--- src/rtl/sha2_msg_schedule.sv ---
// SHA-2 message schedule: takes 16 message words per block on an AXI4-Stream
// slave and streams W_0..W_L (L = 63 for SHA-224/256, 79 for SHA-384/512) on
// an AXI4-Stream master, one word per beat, feeding the hash round logic.
module sha2_msg_schedule #(
  parameter int S_AXIS_DATA_WIDTH  = 64,
  parameter int M_AXIS_DATA_WIDTH  = 64,
  parameter int S_AXIS_TUSER_WIDTH = 128,
  parameter int M_AXIS_TUSER_WIDTH = 128,
  parameter int SHA_TYPE_LSB       = 32
) (
  input  logic                          axis_aclk,
  input  logic                          axis_resetn,
  input  logic [S_AXIS_DATA_WIDTH-1:0]  s_axis_tdata,
  input  logic [S_AXIS_TUSER_WIDTH-1:0] s_axis_tuser,
  input  logic                          s_axis_tvalid,
  output logic                          s_axis_tready,
  input  logic                          s_axis_tlast,
  output logic [M_AXIS_DATA_WIDTH-1:0]  m_axis_tdata,
  output logic [M_AXIS_TUSER_WIDTH-1:0] m_axis_tuser,
  output logic                          m_axis_tvalid,
  input  logic                          m_axis_tready,
  output logic                          m_axis_tlast
);

  typedef enum logic {LOAD, EXPAND} state_t;

  state_t                        r_state;
  logic [6:0]                    r_t;
  logic                          r_msg_start;
  logic                          r_mode64;
  logic                          r_last_blk;
  logic [63:0]                   r_win [16];
  logic [M_AXIS_DATA_WIDTH-1:0]  r_m_tdata;
  logic [M_AXIS_TUSER_WIDTH-1:0] r_m_tuser;
  logic                          r_m_tvalid;
  logic                          r_m_tlast;

  logic        w_advance;
  logic        w_s_tready;
  logic        w_in_hs;
  logic        w_in_mode64;
  logic [63:0] w_in_word;
  logic [63:0] w_new;
  logic [63:0] w_shift_in;
  logic        w_shift_en;
  logic [6:0]  w_last_idx;

  // SHA-256 small sigma functions
  function automatic logic [31:0] sig0_32(input logic [31:0] x);
    return {x[6:0], x[31:7]} ^ {x[17:0], x[31:18]} ^ (x >> 3);
  endfunction

  function automatic logic [31:0] sig1_32(input logic [31:0] x);
    return {x[16:0], x[31:17]} ^ {x[18:0], x[31:19]} ^ (x >> 10);
  endfunction

  // SHA-512 small sigma functions
  function automatic logic [63:0] sig0_64(input logic [63:0] x);
    return {x[0], x[63:1]} ^ {x[7:0], x[63:8]} ^ (x >> 7);
  endfunction

  function automatic logic [63:0] sig1_64(input logic [63:0] x);
    return {x[18:0], x[63:19]} ^ {x[60:0], x[63:61]} ^ (x >> 6);
  endfunction

  // Handshake qualification, word-width selection and next schedule word
  always_comb begin
    w_advance   = !r_m_tvalid || m_axis_tready;
    w_s_tready  = (r_state == LOAD) && w_advance && axis_resetn;
    w_in_hs     = s_axis_tvalid && w_s_tready;
    // the first word of a message must already use the new message's width
    w_in_mode64 = r_msg_start ? s_axis_tuser[SHA_TYPE_LSB+1] : r_mode64;
    w_in_word   = w_in_mode64 ? s_axis_tdata : {32'd0, s_axis_tdata[31:0]};
    w_last_idx  = r_mode64 ? 7'd79 : 7'd63;
    if (r_mode64) begin
      w_new = sig1_64(r_win[14]) + r_win[9] + sig0_64(r_win[1]) + r_win[0];
    end else begin
      w_new = {32'd0, sig1_32(r_win[14][31:0]) + r_win[9][31:0]
                    + sig0_32(r_win[1][31:0]) + r_win[0][31:0]};
    end
    w_shift_in = (r_state == LOAD) ? w_in_word : w_new;
    w_shift_en = (r_state == LOAD) ? w_in_hs : w_advance;
  end

  // Sliding 16-word window; r_win[15] holds the newest word
  always_ff @(posedge axis_aclk) begin
    if (w_shift_en) begin
      for (int i = 0; i < 15; i++) begin
        r_win[i] <= r_win[i+1];
      end
      r_win[15] <= w_shift_in;
    end
  end

  // Block sequencing and the single output register
  always_ff @(posedge axis_aclk or negedge axis_resetn) begin
    if (!axis_resetn) begin
      r_state     <= LOAD;
      r_t         <= 7'd0;
      r_msg_start <= 1'b1;
      r_mode64    <= 1'b0;
      r_last_blk  <= 1'b0;
      r_m_tdata   <= '0;
      r_m_tuser   <= '0;
      r_m_tvalid  <= 1'b0;
      r_m_tlast   <= 1'b0;
    end else begin
      case (r_state)
        LOAD: begin
          if (w_advance) begin
            r_m_tvalid <= w_in_hs;
          end
          if (w_in_hs) begin
            r_m_tdata <= w_in_word;
            r_m_tlast <= 1'b0;
            r_t       <= r_t + 7'd1;
            if (r_msg_start) begin
              r_m_tuser   <= s_axis_tuser;
              r_mode64    <= s_axis_tuser[SHA_TYPE_LSB+1];
              r_msg_start <= 1'b0;
            end
            if (r_t == 7'd15) begin
              r_last_blk <= s_axis_tlast;
              r_state    <= EXPAND;
            end
          end
        end
        EXPAND: begin
          if (w_advance) begin
            r_m_tdata  <= w_new;
            r_m_tvalid <= 1'b1;
            r_m_tlast  <= (r_t == w_last_idx) && r_last_blk;
            if (r_t == w_last_idx) begin
              r_t     <= 7'd0;
              r_state <= LOAD;
              if (r_last_blk) begin
                r_msg_start <= 1'b1;
              end
            end else begin
              r_t <= r_t + 7'd1;
            end
          end
        end
        default: r_state <= LOAD;
      endcase
    end
  end

  assign s_axis_tready = w_s_tready;
  assign m_axis_tdata  = r_m_tdata;
  assign m_axis_tuser  = r_m_tuser;
  assign m_axis_tvalid = r_m_tvalid;
  assign m_axis_tlast  = r_m_tlast;

endmodule

--- config.mk ---
export PLATFORM = sky130hd
export DESIGN_NAME = sha2_msg_schedule
export DESIGN_NICKNAME = d
export VERILOG_FILES = /design/src/rtl/sha2_msg_schedule.sv
export SDC_FILE = /design/constraint.sdc
export NUM_CORES = 2
export LEC_CHECK = 0
export CELL_PAD_IN_SITES_DETAIL_PLACEMENT = 0
export CELL_PAD_IN_SITES_GLOBAL_PLACEMENT = 2
export CORE_MARGIN = 2
export CORE_UTILIZATION = 39
export CTS_CLUSTER_SIZE = 8
export DETAILED_ROUTE_END_ITERATION = 16
export PLACE_DENSITY = 0.79
export RECOVER_POWER = 50
export SYNTH_ARGS = -nofsm -noshare
export SYNTH_HDL_FRONTEND = slang
export SYNTH_SLANG_ARGS = --single-unit
--- constraint.sdc ---
create_clock -name axis_aclk -period 29.7 [get_ports axis_aclk]
set_input_delay 2.97 -clock axis_aclk [delete_from_list [all_inputs] [get_ports axis_aclk]]
set_output_delay 2.97 -clock axis_aclk [all_outputs]
set_load 0.01 [all_outputs]
; Word-level counts from Yosys, hierarchy flattened
; Memory sizes are Yosys's and may differ from the RTL's.
; Cells that the tools add are included.
[totals]
ff_bits = 205
mem_bits_rw = 1024
memories = 1
[op_classes]
addsub = 7
eq_ne = 7
mux = 30
bitwise = 9
n_reduce_logical = 12
[memory_table]
columns = name, depth, word_bits, rd, rd_clocked_by_memory_dff, wr, line
row1 = r_win, 16, 64, 16, 0, 16, 32  ; logic [63:0] r_win [16];
[op_table]
columns = operator, n
row1 = $mux 64, 5
row2 = $add 64x64->64, 3
row3 = $pmux 64 s2, 1
row4 = $xor 64x64->64, 2
row5 = $add 32x32->32, 3
row6 = $xor 32x32->32, 2
row7 = $xor 64x57->64, 1
row8 = $xor 64x58->64, 1
row9 = $xor 32x22->32, 1
row10 = $xor 32x29->32, 1
row11 = $mux 7, 4
row12 = $mux 1, 15
row13 = $pmux 7 s2, 1
row14 = $pmux 1 s2, 4
row15 = $add 7x1->7 const B, 1
row16 = $eq 7x4->1 const B, 1
row17 = $eq 7x7->1, 1
row18 = $ne 2x1->1 const B, 3
row19 = $reduce_and 2->1, 3
row20 = $reduce_and 3->1, 2
row21 = $logic_and 1x1->1, 4
row22 = $ne 2x2->1 const B, 2
row23 = $reduce_and 4->1, 1
row24 = $logic_not 1->1, 1
row25 = 2 further kinds, 2

; Depth between registers and ports, before layout
[depth]
ltp_word = 8
mapped_depth = 21

; Worst setup path before layout
; Ideal clock, no wire load.
[synth_timing]
kind = input-to-reg
startpoint = in m_axis_tready
endpoint = mem r_win[0][0], enable pin
setup_time_ps = 1789
arrival_time_ps = 32049
path_slack_ps = -4137
cell_stages = 9
path_buffers = 4
cell_sequence = nor2b_1 nor2_1 and2_1 clkbuf_1 a21oi_1 inv_1 clkbuf_1 clkbuf_1 clkbuf_1
[synth_lines]
columns = item, line
row1 = from (decl), 21  ; input logic m_axis_tready,
row2 = to (decl), 32

==> flow_metrics.env <==
export IMPL_num_vias=28900
export IMPL_r2r_start="r_state$_DFF_PN0_"
export IMPL_synth_most_common_cell="edfxtp_1"
export IMPL_initialDrtViolationCount=3012
export IMPL_grt_ovfl_total=0
export IMPL_grt_max_degree=194
export IMPL_synth_flop_cell="edfxtp_1"
export IMPL_synth_edf_count=1024
export IMPL_drv_slew=450
export IMPL_synth_async_reset_ratio=0.167
export IMPL_first_pass_iters=5
export IMPL_portBuffers=391
export IMPL_grt_usage=0.210
export IMPL_grt_antenna_before_repair=5
export IMPL_r2r_slack_ns=19.35
export IMPL_min_period_ns=13.91
export IMPL_htreeDepth=4
export IMPL_syn_num_nets=3944
export IMPL_insertion_delay_ns=0.79
export IMPL_startpoint="axis_resetn"
export IMPL_timing_final_ws_setup_ns=15.79
export IMPL_synth_cell_types=80
export IMPL_coreArea_mm2=0.135
export IMPL_worstMarginPinSlew_ns=6.28
export IMPL_ctsHoldBuffers=0
export IMPL_clock_skew_ns=0.0319
export IMPL_hp_class="reg2reg"
export IMPL_dieArea_mm2=0.139
export IMPL_clockBufferDepth=3
export IMPL_worstPathRequired_ns=30.10
export IMPL_status="finished with violations"
export IMPL_area_growth_pct=20.2
export IMPL_grt_pass1_vias=29200
export IMPL_cts_repair_resized=0
export IMPL_cts_root_buf="clkbuf_16"
export IMPL_routed_wl_um=144000
export IMPL_start_kind="input pin"
export IMPL_nFillCells=11800
export IMPL_synthTopCellsByArea="edfxtp_1 58%, dfrtp_1 9.6%, fa_1 7.1%"
export IMPL_hold_violations=0
export IMPL_synth_top_cell_area_share=0.581
export IMPL_critical_path_max_fanout=156
export IMPL_drive_above_1_share=0.0994
export IMPL_io_pins=392
export IMPL_grt_pass1_wl_um=206000
export IMPL_yosys_area_top_type="edfxtp_1"
export IMPL_worstHoldStart="r_win[1][199]$_DFFE_PP_"
export IMPL_reg2reg_depth=9
export IMPL_slew_headroom=-3.21
export IMPL_gp_congestion=0.877
export IMPL_via_per_inst=5.00
export IMPL_crit_buf_inv=6
export IMPL_numClockSinks=1229
export IMPL_ant_nets=0
export IMPL_violations="max-capacitance violations, max-slew violations"
export IMPL_fp_row_count=135
export IMPL_fin_crit_sh=0.468
export IMPL_holdPathStages=0
export IMPL_postCtsSetupBuffers=0
export IMPL_yosysWarnings=0
export IMPL_place_hpwl_um=106000
export IMPL_synth_seq_area_share=0.678
export IMPL_syn_instance_count=3464
export IMPL_yosys_top_cells_count="1024 x edfxtp_1, 374 x xnor2_1, 373 x inv_1"
export IMPL_cp_slowest_stage_delay_ns=4.63
export IMPL_rsz0062_at_grt="no"
export IMPL_path_cells="clkbuf_1, and2_0, a21oi_1, clkinvlp_2, buf_4, buf_4, buf_4, buf_4"
export IMPL_critPathCaptureType="flip-flop"
export IMPL_fmax_mhz=71.9
export IMPL_cts_buffers=172
export IMPL_place_ws_ns=21.14
export IMPL_setup_viol_count_final=0
export IMPL_syn_area_mm2=0.0529
export IMPL_cts_tree="built"
export IMPL_postSynthAreaPerCell_um2=15.3
export IMPL_diodes=0
export IMPL_crit_slowest_cell="clkinvlp_2"
export IMPL_synth_seq_cells=1229
export IMPL_die_h_um=372
export IMPL_cts_clk_slew_worst_paths_ns=0.05
export IMPL_avgRoutedWirePerCell_um=24.9
export IMPL_setup_tns_ns=0
export IMPL_maxCapViolCount=7
export IMPL_fp_dieW_um=372
export IMPL_start_util=0.392
export IMPL_criticalPathCategory="in2reg"
export IMPL_finalNetCount=4402
export IMPL_cp_arrival_ns=14.31
export IMPL_drcViolationCount=0
export IMPL_timing_critical_path_mode_cell="buf_4"
export IMPL_crit_family="buffers and inverters"
export IMPL_crit_cells=8
metrics by stage:
stage                     area [um^2]  utilization  cells  hold slack (ns)
after global routing            63600        0.471   5776            0.397
after detailed placement        58800        0.435   5529            0.405
after floorplan                 52900            -   3464            0.400
after CTS                       63700        0.471   5776            0.397
after global placement          58800        0.435   5529            0.400
final                           63600        0.471   5776            0.395
placed cells by master (no fill, tap or decap), types with 6 or more instances in the layout:
cell             netlist  routed
a211oi_1              10      11
a21o_1                41      41
a21oi_1              132     132
a31oi_1               19      19
buf_4                  0      19
clkbuf_1             129      70
clkbuf_16              0     174
clkdlybuf4s50_1        0     367
clkinv_8               0       6
dfrtp_1              204     202
dlygate4sd3_1          0      23
edfxtp_1            1024    1024
fa_1                 188     188
ha_1                  95      95
inv_1                373     372
mux2_2               166     166
mux2i_1               12      12
nand2_1              187     187
nand2b_1              10      10
nand3_1               17      16
nand4_1               23      23
nor2_1               120     119
nor2b_1               14      14
nor3_1                13      13
nor4_1                 8       8
o211ai_1               6       6
o21a_1                10      10
o21ai_0               70      71
o21ai_1               37      37
o21bai_1              16      16
o31ai_1                7       7
or3_1                  8       8
xnor2_1              374     374
xor2_1                57      57
layout make-up:
class	count	area (um^2)	share of cell area
clock buffers	233	4590	0.0721
inverters	373	1400	0.0220
multi-input cells	1724	15100	0.238
well taps	1781	2230	0.0350
flip-flops and latches	1229	35900	0.564
repair buffers	422	4110	0.0646
clock inverters	14	282	0.00442
worst paths after layout:
path / end
hold / removal: r_win[1][135]$_DFFE_PP_
min in group asynchronous: m_axis_tuser[73]$_DFFE_PN0P_
setup / recovery: r_win[0][150]$_DFFE_PP_
hold reg to reg: r_win[1][135]$_DFFE_PP_
max in group asynchronous: m_axis_tdata[9]$_DFFE_PN0P_
setup reg to reg: r_win[0][150]$_DFFE_PP_
per-layer routing:
| layer | vias to the layer above | track usage | part of all wire |
|---|---|---|---|
| li1 | 12900 | - | - |
| met2 | 1073 | 0.322 | 0.46 |
| met5 | - | 0 | 0 |
| met3 | 179 | 0.0542 | 0.077 |
| met4 | 0 | 0.0603 | 0.024 |
| met1 | 14700 | 0.295 | 0.44 |
flip-flops by register name (all words and copies together), names as in the netlist, 7 cells and up:
signal	cells
m_axis_tuser	128
m_axis_tdata	64
r_t	7
r_win	1024
cells by family after synthesis:
logic type,count (synthesis),share of synthesized area
mux,179,0.0378
simple gates,432,0.0366
flops,1229,0.678
xor+xnor,431,0.0713
buf+inv,511,0.0365
fa+ha+maj,283,0.0935
compound gates,399,0.0466
Power is left out: the tool's default activity adds up to more than one toggle a clock period on the data nets, which glitch-free logic cannot reach.
